### config.mk
export PLATFORM = sky130hd
export DESIGN_NAME = serial_borrow_lookahead_subtractor
export DESIGN_NICKNAME = d
export VERILOG_FILES = /design/src/rtl/serial_borrow_lookahead_subtractor.sv
export SDC_FILE = /design/constraint.sdc
export NUM_CORES = 1
export LEC_CHECK = 0
export ABC_AREA = 1
export CELL_PAD_IN_SITES_DETAIL_PLACEMENT = 1
export CELL_PAD_IN_SITES_GLOBAL_PLACEMENT = 2
export CORE_ASPECT_RATIO = 0.8
export CORE_MARGIN = 4
export CORE_UTILIZATION = 31
export DETAILED_ROUTE_END_ITERATION = 8
export HOLD_SLACK_MARGIN = 0.02
export PLACE_DENSITY = 0.91
export SLEW_MARGIN = 20
export SYNTH_ARGS = -nofsm -noshare
export SYNTH_HDL_FRONTEND = slang
export SYNTH_SLANG_ARGS = --single-unit
### constraint.sdc
create_clock -name clk -period 5.3 [get_ports clk]
set_input_delay 1.325 -clock clk [delete_from_list [all_inputs] [get_ports clk]]
set_output_delay 1.325 -clock clk [all_outputs]
set_load 0.01 [all_outputs]
### src/rtl/serial_borrow_lookahead_subtractor.sv
// -----------------------------------------------------------------------------
// serial_borrow_lookahead_subtractor
//
// Multi-cycle subtractor that computes diff = a - b - bin modulo 2^WIDTH. It
// processes one DIGIT-wide slice per clock, starting with the LSB slice. Each
// slice resolves its internal borrows with lookahead (sum-of-products) logic.
// The borrow out of each slice is registered and feeds the next slice.
//
// Optional build macro: SUB_STATUS_FLAGS_EN adds the zero and ovf outputs.
//
// Ports:
//   clk    rising-edge clock
//   rst    synchronous active-high reset
//   start  request, sampled only while idle
//   a, b   minuend / subtrahend, captured on an accepted start
//   bin    borrow-in, captured on an accepted start
//   busy   high while a subtraction is in flight
//   done   one-cycle pulse; diff/bout valid (held until the next done)
//   diff   WIDTH-bit result
//   bout   borrow-out, 1 iff a < b + bin (unsigned)
//   zero   (SUB_STATUS_FLAGS_EN) diff == 0
//   ovf    (SUB_STATUS_FLAGS_EN) two's-complement overflow of the subtraction
// -----------------------------------------------------------------------------
module serial_borrow_lookahead_subtractor #(
  parameter int WIDTH = 8,
  parameter int DIGIT = 4
) (
  input  logic             clk,
  input  logic             rst,
  input  logic             start,
  input  logic [WIDTH-1:0] a,
  input  logic [WIDTH-1:0] b,
  input  logic             bin,
  output logic             busy,
  output logic             done,
  output logic [WIDTH-1:0] diff,
  output logic             bout
`ifdef SUB_STATUS_FLAGS_EN
  ,
  output logic             zero,
  output logic             ovf
`endif
);

  localparam int N  = WIDTH / DIGIT;
  localparam int CW = (N > 1) ? $clog2(N) : 1;
  localparam logic [CW-1:0] LAST = CW'(N - 1);

  if ((DIGIT < 1) || (WIDTH % DIGIT != 0)) begin : g_bad_params
    $error("WIDTH must be a positive integer multiple of DIGIT");
  end

  typedef enum logic {IDLE, RUN} state_e;

  state_e            state_q,  state_d;
  logic [CW-1:0]     cnt_q,    cnt_d;
  logic [WIDTH-1:0]  a_q,      a_d;
  logic [WIDTH-1:0]  b_q,      b_d;
  logic              borrow_q, borrow_d;
  logic [WIDTH-1:0]  acc_q,    acc_d;
  logic [WIDTH-1:0]  diff_q,   diff_d;
  logic              bout_q,   bout_d;
  logic              done_q,   done_d;
`ifdef SUB_STATUS_FLAGS_EN
  logic              zero_q,   zero_d;
  logic              ovf_q,    ovf_d;
`endif

  // Slice datapath signals
  logic [DIGIT-1:0]  slice_a, slice_b, slice_g, slice_p, slice_d;
  logic [DIGIT:0]    slice_bw;
  logic [WIDTH-1:0]  acc_next;
  int                base;

  // Borrow lookahead for the current slice. Each borrow is formed directly as
  // g[j] | p[j]g[j-1] | ... | p[j..0]borrow_in. It does not ripple through
  // the lower bits.
  always_comb begin
    // NOTE: every always_comb output gets a default first, so no path leaves it
    // unassigned and no latch is inferred.
    base     = int'(cnt_q) * DIGIT;
    slice_a  = a_q[base +: DIGIT];
    slice_b  = b_q[base +: DIGIT];
    slice_g  = ~slice_a & slice_b;
    slice_p  = ~(slice_a ^ slice_b);
    slice_bw = '0;
    slice_bw[0] = borrow_q;
    for (int j = 0; j < DIGIT; j++) begin
      logic pp;
      logic bw;
      pp = 1'b1;
      bw = 1'b0;
      for (int k = j; k >= 0; k--) begin
        bw = bw | (pp & slice_g[k]);
        pp = pp & slice_p[k];
      end
      slice_bw[j+1] = bw | (pp & borrow_q);
    end
    slice_d  = slice_a ^ slice_b ^ slice_bw[DIGIT-1:0];
    acc_next = acc_q;
    acc_next[base +: DIGIT] = slice_d;
  end

  // Next-state and register update logic
  always_comb begin
    state_d  = state_q;
    cnt_d    = cnt_q;
    a_d      = a_q;
    b_d      = b_q;
    borrow_d = borrow_q;
    acc_d    = acc_q;
    diff_d   = diff_q;
    bout_d   = bout_q;
    done_d   = 1'b0;
`ifdef SUB_STATUS_FLAGS_EN
    zero_d   = zero_q;
    ovf_d    = ovf_q;
`endif
    unique case (state_q)
      IDLE: begin
        if (start) begin
          a_d      = a;
          b_d      = b;
          // The borrow-in is loaded straight into the slice-borrow register.
          // It then acts as slice 0's incoming borrow.
          borrow_d = bin;
          cnt_d    = '0;
          acc_d    = '0;
          state_d  = RUN;
        end
      end
      RUN: begin
        acc_d    = acc_next;
        borrow_d = slice_bw[DIGIT];
        cnt_d    = cnt_q + CW'(1);
        if (cnt_q == LAST) begin
          // The visible result changes only here, so diff/bout hold between ops.
          state_d = IDLE;
          cnt_d   = '0;
          done_d  = 1'b1;
          diff_d  = acc_next;
          bout_d  = slice_bw[DIGIT];
`ifdef SUB_STATUS_FLAGS_EN
          zero_d  = (acc_next == '0);
          ovf_d   = (a_q[WIDTH-1] != b_q[WIDTH-1]) &&
                    (acc_next[WIDTH-1] != a_q[WIDTH-1]);
`endif
        end
      end
      default: state_d = IDLE;
    endcase
  end

  // NOTE: sequential state uses non-blocking assignments only. All flops then
  // update together from values sampled before the edge.
  always_ff @(posedge clk) begin
    if (rst) begin
      // NOTE: the operand registers are reset as well. They are only read in
      // RUN, but clearing them keeps every flop at a known value after reset.
      state_q  <= IDLE;
      cnt_q    <= '0;
      a_q      <= '0;
      b_q      <= '0;
      borrow_q <= 1'b0;
      acc_q    <= '0;
      diff_q   <= '0;
      bout_q   <= 1'b0;
      done_q   <= 1'b0;
`ifdef SUB_STATUS_FLAGS_EN
      zero_q   <= 1'b0;
      ovf_q    <= 1'b0;
`endif
    end else begin
      state_q  <= state_d;
      cnt_q    <= cnt_d;
      a_q      <= a_d;
      b_q      <= b_d;
      borrow_q <= borrow_d;
      acc_q    <= acc_d;
      diff_q   <= diff_d;
      bout_q   <= bout_d;
      done_q   <= done_d;
`ifdef SUB_STATUS_FLAGS_EN
      zero_q   <= zero_d;
      ovf_q    <= ovf_d;
`endif
    end
  end

  assign busy = (state_q == RUN);
  assign done = done_q;
  assign diff = diff_q;
  assign bout = bout_q;
`ifdef SUB_STATUS_FLAGS_EN
  assign zero = zero_q;
  assign ovf  = ovf_q;
`endif

endmodule

* After elaboration in Yosys (flattened, before gate mapping)
Cells that the tools add are included.
W data, S select, Z words.
** Word-level totals
- Register bits :: 37
- Bits in latches :: 0
- Memory bits (writable) :: 0
- ROM bits :: 0
- Input port bits :: 20
- Output and inout port bits :: 11
- Logic and storage cells :: 63
- Memories kept :: 0
** Operators by class
- $add $sub $neg :: 2
- Multiply operators :: 0
- Div/mod/pow operators :: 0
- Magnitude comparators :: 0
- Eq/ne operators :: 1
- Shifts and indexed selects :: 4
- Mux-type cells :: 12
- Bitwise operators :: 32
- Reductions and logical operators :: 3
** Operators by type and width (count)
- $neg A3 Y33 :: 1
- $shift A4 B33 Y8 const A :: 1
- $shiftx A4 B33 Y8 :: 1
- $and A1 B1 Y1 :: 16
- $pmux W8 S2 :: 1
- $shiftx A8 B4 Y4 :: 2
- $or A1 B1 Y1 :: 10
- $bwmux W8 :: 1
- $mux W8 :: 1
- $not A4 Y4 :: 2
- $xor A4 B4 Y4 :: 2
- $mux W1 :: 6
- $pmux W1 S2 :: 3
- $and A4 B4 Y4 :: 1
- $reduce_and A2 Y1 :: 2
- $ne A2 B2 Y1 const B :: 1
- $reduce_or A2 Y1 :: 1
- $add A1 B1 Y1 const B :: 1
- $not A1 Y1 :: 1

* Logic depth before layout (Yosys ltp)
Gate-level depths: netlist of run 1.
- Word-level depth :: 11
- Depth in mapped cells :: 11
- Gate-level depth less buffers :: 11

* Worst setup path before layout of run 1
No wires, ideal clock.
- Path type :: input-to-reg
- Start point :: input port rst
- End point :: register a_q[0]
- Setup time :: 64 ps
- Arrival time :: 1898 ps
- Data required time :: 5236 ps
- Slack :: 3338 ps
- Stages :: 5
- Buffers on the path :: 2
- Cell sequence :: buf_4 -> inv_2 -> buf_2 -> o21ai_0 -> nor2_1
** RTL lines
- start, declared :: RTL line 29 : input logic rst,
- end signal, assigned :: RTL line 162 : a_q <= '0;
- end signal, assigned :: RTL line 176 : a_q <= a_d;
- end, declared :: RTL line 57 : logic [WIDTH-1:0] a_q, a_d;

* Final worst setup path of run 1
- Start point :: register state_q, in the netlist busy
- End point :: output port busy
** RTL lines
- start, declared :: RTL line 55 : state_e state_q, state_d;
- start signal, assigned :: RTL line 174 : state_q <= state_d;
- end, declared :: RTL line 34 : output logic busy,
No word-level cell between the ends.

==> results of run 1 <==
## power groups by stage
stage / Combinational [W] / Sequential [W] / Clock [W]
2_1_floorplan: 0.0000887 / 0.000279 / 0
3_3_place_gp: 0.000123 / 0.000281 / 0
3_5_place_dp: 0.000124 / 0.000282 / 0
4_1_cts: 0.000126 / 0.000276 / 0.000191
5_1_grt: 0.000142 / 0.000279 / 0.000200
6_report: 0.000124 / 0.000276 / 0.000185
## through the flow
step | setup slack, ps | hold slack [ps]
floorplan | 3340 | 419
global placement | 2490 | 436
detailed placement | 2460 | 434
CTS | 2560 | 453
global route | 2520 | 475
finish | 2590 | 450
## cell usage after synthesis
cell type / number / area, um2
o21ai_1: 2 / 10.0
buf_6: 2 / 22.5
inv_4: 1 / 6.26
o21ai_0: 17 / 85.1
nand2_4: 1 / 11.3
nand2_2: 7 / 43.8
or2_1: 1 / 6.26
nor2_1: 36 / 135
a21oi_2: 4 / 35.0
nand3_2: 2 / 20.0
or2_4: 1 / 8.76
nor2_4: 2 / 22.5
nand2_8: 1 / 20.0
inv_1: 9 / 33.8
ha_1: 4 / 50.1
dfxtp_1: 33 / 661
buf_2: 3 / 15.0
mux2i_1: 3 / 30.0
a21oi_1: 2 / 10.0
xnor2_1: 1 / 8.76
nand2_1: 41 / 154
nand3_1: 14 / 70.1
fa_1: 1 / 20.0
nand4_1: 3 / 18.8
buf_4: 2 / 15.0
o21a_1: 1 / 7.51
inv_2: 3 / 11.3
## worst min path at each step
stage	start	endpoint	slack, ps	depth (start not counted)
floorplan	acc_q[0]	diff[0]	420	2
finish	acc_q[1]	diff[1]	450	2
global placement	acc_q[0]	diff[0]	440	2
global route	acc_q[1]	diff[1]	470	2
CTS	acc_q[1]	diff[1]	450	2
detailed placement	acc_q[1]	diff[1]	430	2
## final cells by class
cell class,count,share of cell area (%)
sequential,33,34.0
clock buffer,5,3.55
tap,60,3.87
inverter,13,2.64
timing repair buffer,30,15.5
multi-input combinational,144,39.5
clock inverter,3,0.903
## registers in the layout, summed over array words and instances (netlist names)
name / count
a_q: 8
b_q: 8
diff: 8
acc_q: 4
borrow_q: 1
bout: 1
busy: 1
cnt_q: 1
done: 1
## logic make-up (layout without fill, tap and decap cells)
family	after synthesis	after routing	synth area share, %
AOI/OAI and AO/OA	26	26	9.64
xor gates and xnor gates	1	1	0.572
adders and majority gates	5	5	4.58
buffers and inverters	20	51	6.78
DFF	33	33	43.1
muxes	3	3	1.96
and+or+nand+nor	109	109	33.3
## metal layers
| metal | vias up | track usage (%) | wire [um] |
|---|---|---|---|
| met3 | 8 | 2.91 | 108 |
| li1 | 690 | - | - |
| met2 | 19 | 18.3 | 1530 |
| met4 | 0 | 6.75 | 88 |
| met1 | 599 | 19.1 | 1890 |
| met5 | - | 0 | 0 |
==> flow_summary.toml, run 1 <==
[outcome]
status = "completed"

[die]
die_x_um = 86.6
core.rowCount = 22
die_area_mm2 = 0.00614
initial_core_util_pct = 32.7
core_mm2 = 0.00468
io_pins = 31
die_h_um = 70.9

[cells_and_area]
multi_input_area_um2 = 767
area_growth_syn_to_layout_pct = 26.7
final_common_cell = "nand2_1"
final_util_pct = 41.5
layout.cells.non_filler = 288
fin_area_mm2 = 0.00194
drive_gt1_share_pct = 13.2
nets = 252
final_cell_mix = "nand2_1, nor2_1, dfxtp_1"
num-fill-cells = 592
seq_area_um2 = 661
diodes = 0

[global_route]
grt_max_degree = 27
track_usage_pct = 13.2
grt_pass1_wl_um = 6270
grt_pass1_vias = 1325
antenna_found_initial = 0
gr-total-overflow = 0

[synthesis]
synth_seq_cells = 33
syn_avg_cell_area_um2 = 7.77
synth_seq_area_share_pct = 43.1
syn_nets = 222
yosysWarnings = 0
synth_cells = 197
synthDistinctLibCells = 27
netlist_area_mm2 = 0.00153

[setup_path]
r2r-start = "cnt_q"
cp-endpoint = "busy"
critPathMaxStageDelay_ps = 610
endpoint_kind = "primary output"
required_ps = 3970
crit_path_start_kind = "flop"
worstSetupStartpoint = "busy"
path_depth = 1
cp_max_fo = 6
rrSetupSlack_ps = 3230
cp.buffers_inverters = 1
timing.rr.end = "acc_q[3]"
path_cells = "clkdlybuf4s50_1"
crit_arrival_ps = 1390
cp_top_family = "buffers and inverters"
ff2ff_path_depth = 10
critPathKind = "reg2out"
crit_path_top_delay_cell = "clkdlybuf4s50_1"

[placed_design]
placed_area_mm2 = 0.00185
portBuffers = 30
dpl.hpwl_um = 2680
place_congestion = 0.769
place_inst = 280

[power_and_ir_drop]
switchingPower_w = 0.000176
pwr-share-comb_pct = 21.1
swShare_pct = 30.2
finalPower_w = 0.000584
p_int_w = 0.000408
p_leak_nw = 0.816
power_frac_clock_pct = 31.6
powerDensity_mw_per_mm2 = 301
vdd_drop_max_v = 0.000147
pwr-share-seq_pct = 47.3

[detailed_routing]
viasPerCell = 4.57
drtPass1Iterations = 4
post_drt_wl_per_cell_um = 12.6
ant_nets = 0
drt-total-wl_um = 3620
num_vias = 1316
first_iter_violations = 72
drc = 0

[timing]
setup_tns_ps = 0
setup-violations-final = 0
fin_crit_sh_pct = 51.2
hold_violations = 0
fmax_mhz = 369
tightestPinTransition_ps = 531
slew_viol_final = 0
min_period_ps = 2710
relSlewSlack_pct = 64.5
finClkSkew_ps = 4.53
grt_setup_unrepaired = "false"

[cts]
postCtsHoldBufs = 0
root_buffer = "clkbuf_8"
clk_latency_ps = 290
clock_path_buffers = 2
cts_resized = 0
clkTransAtPathRegs_ps = 70
cts.sinks = 33
postCtsSetupRepairBufs = 0
cts_buffers = 5
cts_tree = "done"
htreeDepth = 2

[flow_run]
maxCapViolations = 0

[min_path]
hold_class = "reg2reg"
Power figures use the tool's default switching activity.
==> run 2, diff against run 1 <==
Settings changed: CORE_UTILIZATION 31 to 26, PLACE_DENSITY 0.91 to 0.83.
Clock period 5.3 ns to 2.2 ns, I/O delays scaled along.
==> flow_summary.toml, run 2 (synthesis gave the netlist of run 1 again) <==
[setup_path]
crit_path_top_delay_cell = "dfxtp_1"
crit_path_start_kind = "flop"
endpoint_kind = "flop"
ff2ff_path_depth = 10
crit_arrival_ps = 2060
required_ps = 2380
timing.rr.end = "borrow_q"
rrSetupSlack_ps = 320
path_cells = "inv_1 > nand2_1 > nand2_1 > ha_1 > nand2_1 > nor2_1 > nor2_1 > nand3_1 > a21oi_1 > nor2_1"
cp_max_fo = 9
r2r-start = "cnt_q"
critPathMaxStageDelay_ps = 510
critPathKind = "reg2reg"
worstSetupStartpoint = "cnt_q"

[outcome]
status = "completed"

[cts]
postCtsHoldBufs = 0
cts.sinks = 33
postCtsSetupRepairBufs = 0
root_buffer = "clkbuf_8"
clock_path_buffers = 2
clk_latency_ps = 280
cts_buffers = 5
clkTransAtPathRegs_ps = 60
cts_resized = 0
cts_tree = "done"
htreeDepth = 2

[power_and_ir_drop]
swShare_pct = 28.4
p_leak_nw = 0.831
pwr-share-seq_pct = 46.9
switchingPower_w = 0.000403
finalPower_w = 0.00142
pwr-share-comb_pct = 21.2
powerDensity_mw_per_mm2 = 715
vdd_drop_max_v = 0.000234
power_frac_clock_pct = 31.9
p_int_w = 0.00102

[cells_and_area]
diodes = 0
final_common_cell = "nand2_1"
nets = 255
area_growth_syn_to_layout_pct = 29.7
final_cell_mix = "nand2_1, nor2_1, dfxtp_1"
fin_area_mm2 = 0.00199
drive_gt1_share_pct = 13.5

[timing]
setup_tns_ps = 0
fmax_mhz = 532
slew_viol_final = 0
hold_violations = 0
grt_setup_unrepaired = "false"
min_period_ps = 1880
setup-violations-final = 0
relSlewSlack_pct = 76.0
finClkSkew_ps = 3.08
timing.final.ws_setup_ps = 319
tightestPinTransition_ps = 359
fin_crit_sh_pct = 85.5

[detailed_routing]
first_iter_violations = 36
num_vias = 1327
drt-total-wl_um = 3690
post_drt_wl_per_cell_um = 12.0
viasPerCell = 4.31
drtPass1Iterations = 4
ant_nets = 0
drc = 0

[die]
io_pins = 31
core_mm2 = 0.00559
core.rowCount = 24
initial_core_util_pct = 27.4
die_h_um = 76.6
die_area_mm2 = 0.00719
die_x_um = 93.8

[global_route]
track_usage_pct = 11.2
grt_pass1_vias = 1310
grt_max_degree = 19
antenna_found_initial = 0
gr-total-overflow = 0
grt_pass1_wl_um = 6330

[placed_design]
placed_area_mm2 = 0.00190
portBuffers = 30
place_congestion = 0.734
place_ws_ps = 323
dpl.hpwl_um = 2900

[flow_run]
maxCapViolations = 0

[min_path]
min_from = "acc_q[0]"
hold_end = "diff[0]"
min_path_cells = 2
hold_class = "reg2reg"
## run 2: changes by cell type in the layout (fill, tap and decap cells not counted)
cell        change
clkbuf_1        +1
buf_4           +3
clkinv_2        -2
clkinvlp_4      -1
clkbuf_8        +1
## run 2: layer usage
| layer | vias up | track usage [%] | routed length (um) |
|---|---|---|---|
| met5 | - | 0 | 0 |
| met4 | 0 | 4.33 | 65 |
| met3 | 8 | 3.65 | 160 |
| met2 | 18 | 15.5 | 1490 |
| met1 | 605 | 16.0 | 1970 |
| li1 | 696 | - | - |
## run 2: area by class of cell
cell class,instances,area (um2)
fillers,703,3600
multi-input cells,144,767
flip-flops and latches,33,661
repair buffers,33,323
well taps,78,97.6
clock buffers,7,86.3
inverters,13,51.3
## run 2: power groups by stage
| stage | clock network [W] | registers [W] | logic [W] |
|---|---|---|---|
| 6_report | 0.000452 | 0.000666 | 0.000301 |
| 5_1_grt | 0.000503 | 0.000672 | 0.000345 |
| 4_1_cts | 0.000468 | 0.000667 | 0.000305 |
| 3_5_place_dp | 0 | 0.000680 | 0.000303 |
| 3_3_place_gp | 0 | 0.000681 | 0.000300 |
| 2_1_floorplan | 0 | 0.000671 | 0.000214 |
## run 2: how the worst max path moves through the flow
stage	endpoint	cells past startpoint
6_report	borrow_q	10
5_1_grt	borrow_q	10
4_1_cts	busy	1
3_5_place_dp	borrow_q	10
3_3_place_gp	acc_q[2]	9
2_1_floorplan	acc_q[3]	9
## run 2: critical path, delay by kind of cell, from the launching register on
family / cells / cell delay (ps)
DFF: 1 / 510
AOI/OAI and AO/OA: 1 / 180
buffers and inverters: 1 / 160
and+or+nand+nor: 7 / 580
adders and majority gates: 1 / 340
## run 2: stage by stage
step           hold WS (ps)  utilization, %  cells
2_1_floorplan           419               -    197
3_3_place_gp            443            34.0    301
3_5_place_dp            445            34.0    301
4_1_cts                 457            35.6    308
5_1_grt                 488            35.6    308
6_report                453            35.6    308
==> run 3, diff against run 2 <==
Settings changed: CORE_ASPECT_RATIO 0.8 to 1.1.
==> flow_summary.toml, run 3 (synthesis gave the netlist of run 1 again) <==
[outcome]
status = "completed"

[global_route]
met2_usage_pct = 20.6
gr-total-overflow = 0
track_usage_pct = 11.5
grt_pass1_vias = 1446
grt_pass1_wl_um = 6360
gr-usage-met1_pct = 12.8
grt_max_degree = 19
antenna_found_initial = 0
busiest_layer = "met2"
grt_use_met3_pct = 3.67

[min_path]
hold_class = "reg2reg"

[setup_path]
worstSetupStartpoint = "busy"
ff2ff_path_depth = 10
timing.rr.end = "acc_q[3]"
cp-endpoint = "busy"
endpoint_kind = "primary output"
crit_path_start_kind = "flop"
path_depth = 1
path_cells = "clkdlybuf4s50_1"
cp_top_family = "buffers and inverters"
critPathMaxStageDelay_ps = 610
required_ps = 1650
r2r-start = "cnt_q"
rrSetupSlack_ps = 400
cp_max_fo = 6
crit_arrival_ps = 1390
crit_path_top_delay_cell = "clkdlybuf4s50_1"
critPathKind = "reg2out"
cp.buffers_inverters = 1

[detailed_routing]
ant_nets = 0
post_drt_wl_per_cell_um = 11.9
drtPass1Iterations = 4
first_iter_violations = 22
viasPerCell = 4.30
num_vias = 1319
drt-total-wl_um = 3650
drc = 0

[timing]
tightestPinTransition_ps = 361
slew_viol_final = 0
hold_violations = 0
timing.final.ws_setup_ps = 264
grt_setup_unrepaired = "false"
finClkSkew_ps = 4.71
setup_tns_ps = 0
fin_crit_sh_pct = 88.0
setup-violations-final = 0
relSlewSlack_pct = 75.9
fmax_mhz = 516
min_period_ps = 1940
holdWs_ps = 446

[die]
die_x_um = 81.2
initial_core_util_pct = 26.7
core.rowCount = 29
io_pins = 31
die_h_um = 88.5
core_mm2 = 0.00573
die_area_mm2 = 0.00718

[placed_design]
portBuffers = 30
place_inst = 299
place_congestion = 0.878
dpl.hpwl_um = 2870
place_ws_ps = 208

[flow_run]
maxCapViolations = 0

[cells_and_area]
diodes = 0
area_growth_syn_to_layout_pct = 31.1
final_cell_mix = "nand2_1, nor2_1, dfxtp_1"
layout.cells.non_filler = 307
drive_gt1_share_pct = 13.9
final_common_cell = "nand2_1"
nets = 254

[power_and_ir_drop]
finalPower_w = 0.00156
p_leak_nw = 0.840
powerDensity_mw_per_mm2 = 777
vdd_drop_max_v = 0.000237

[cts]
clk_latency_ps = 290
root_buffer = "clkbuf_8"
cts_buffers = 5
clock_path_buffers = 2
htreeDepth = 2
postCtsHoldBufs = 0
cts.sinks = 33
cts_tree = "done"
clkTransAtPathRegs_ps = 70
==> run 3: cell types whose count changed in the layout (fill, tap and decap cells not counted), sizes merged <==
cell / before / now
bufinv: 0 / 1
buf: 3 / 2
==> run 3: layout make-up <==
cell class / instances / area, um2
clock inverters: 1 / 30.0
flip-flops and latches: 33 / 662
repair buffers: 32 / 315
well taps: 77 / 96.3
inverters: 13 / 51.3
multi-input cells: 144 / 767
fillers: 723 / 3720
clock buffers: 7 / 86.3
==> run 3: worst min-delay path by stage <==
stage	slack, ps	from	depth (start not counted)	endpoint
6_report	450	acc_q[1]	2	diff[1]
5_1_grt	490	acc_q[2]	2	diff[2]
4_1_cts	450	acc_q[1]	2	diff[1]
3_5_place_dp	430	acc_q[1]	2	diff[1]
3_3_place_gp	430	acc_q[0]	2	diff[0]
2_1_floorplan	420	acc_q[0]	2	diff[0]
==> run 3: metrics by stage <==
stage / area (um2) / util (%)
finish: 2010 / 35.0
detailed placement: 1890 / 33.0
CTS: 2010 / 35.0
global route: 2010 / 35.0
floorplan: 1530 / -
global placement: 1890 / 33.0
==> run 3: power breakdown <==
group,switching (W),total (W),internal [W]
logic,0.000165,0.000294,0.000130
clock network,0.000230,0.000599,0.000369
registers,0.0000297,0.000666,0.000637
==> run 3: repair_timing <==
action	in CTS	in global routing
hold endpoints to repair	0	0
setup endpoints to repair	0	3
setup buffers	0	0
resized for setup	0	1
==> run 3: routing by layer <==
| metal | vias to the layer above | wire length [um] | part of all wire, % |
|---|---|---|---|
| met4 | 0 | 35 | 0.96 |
| met2 | 33 | 1780 | 49 |
| met5 | - | 0 | 0 |
| met1 | 586 | 1640 | 45 |
| li1 | 696 | - | - |
| met3 | 4 | 186 | 5.1 |
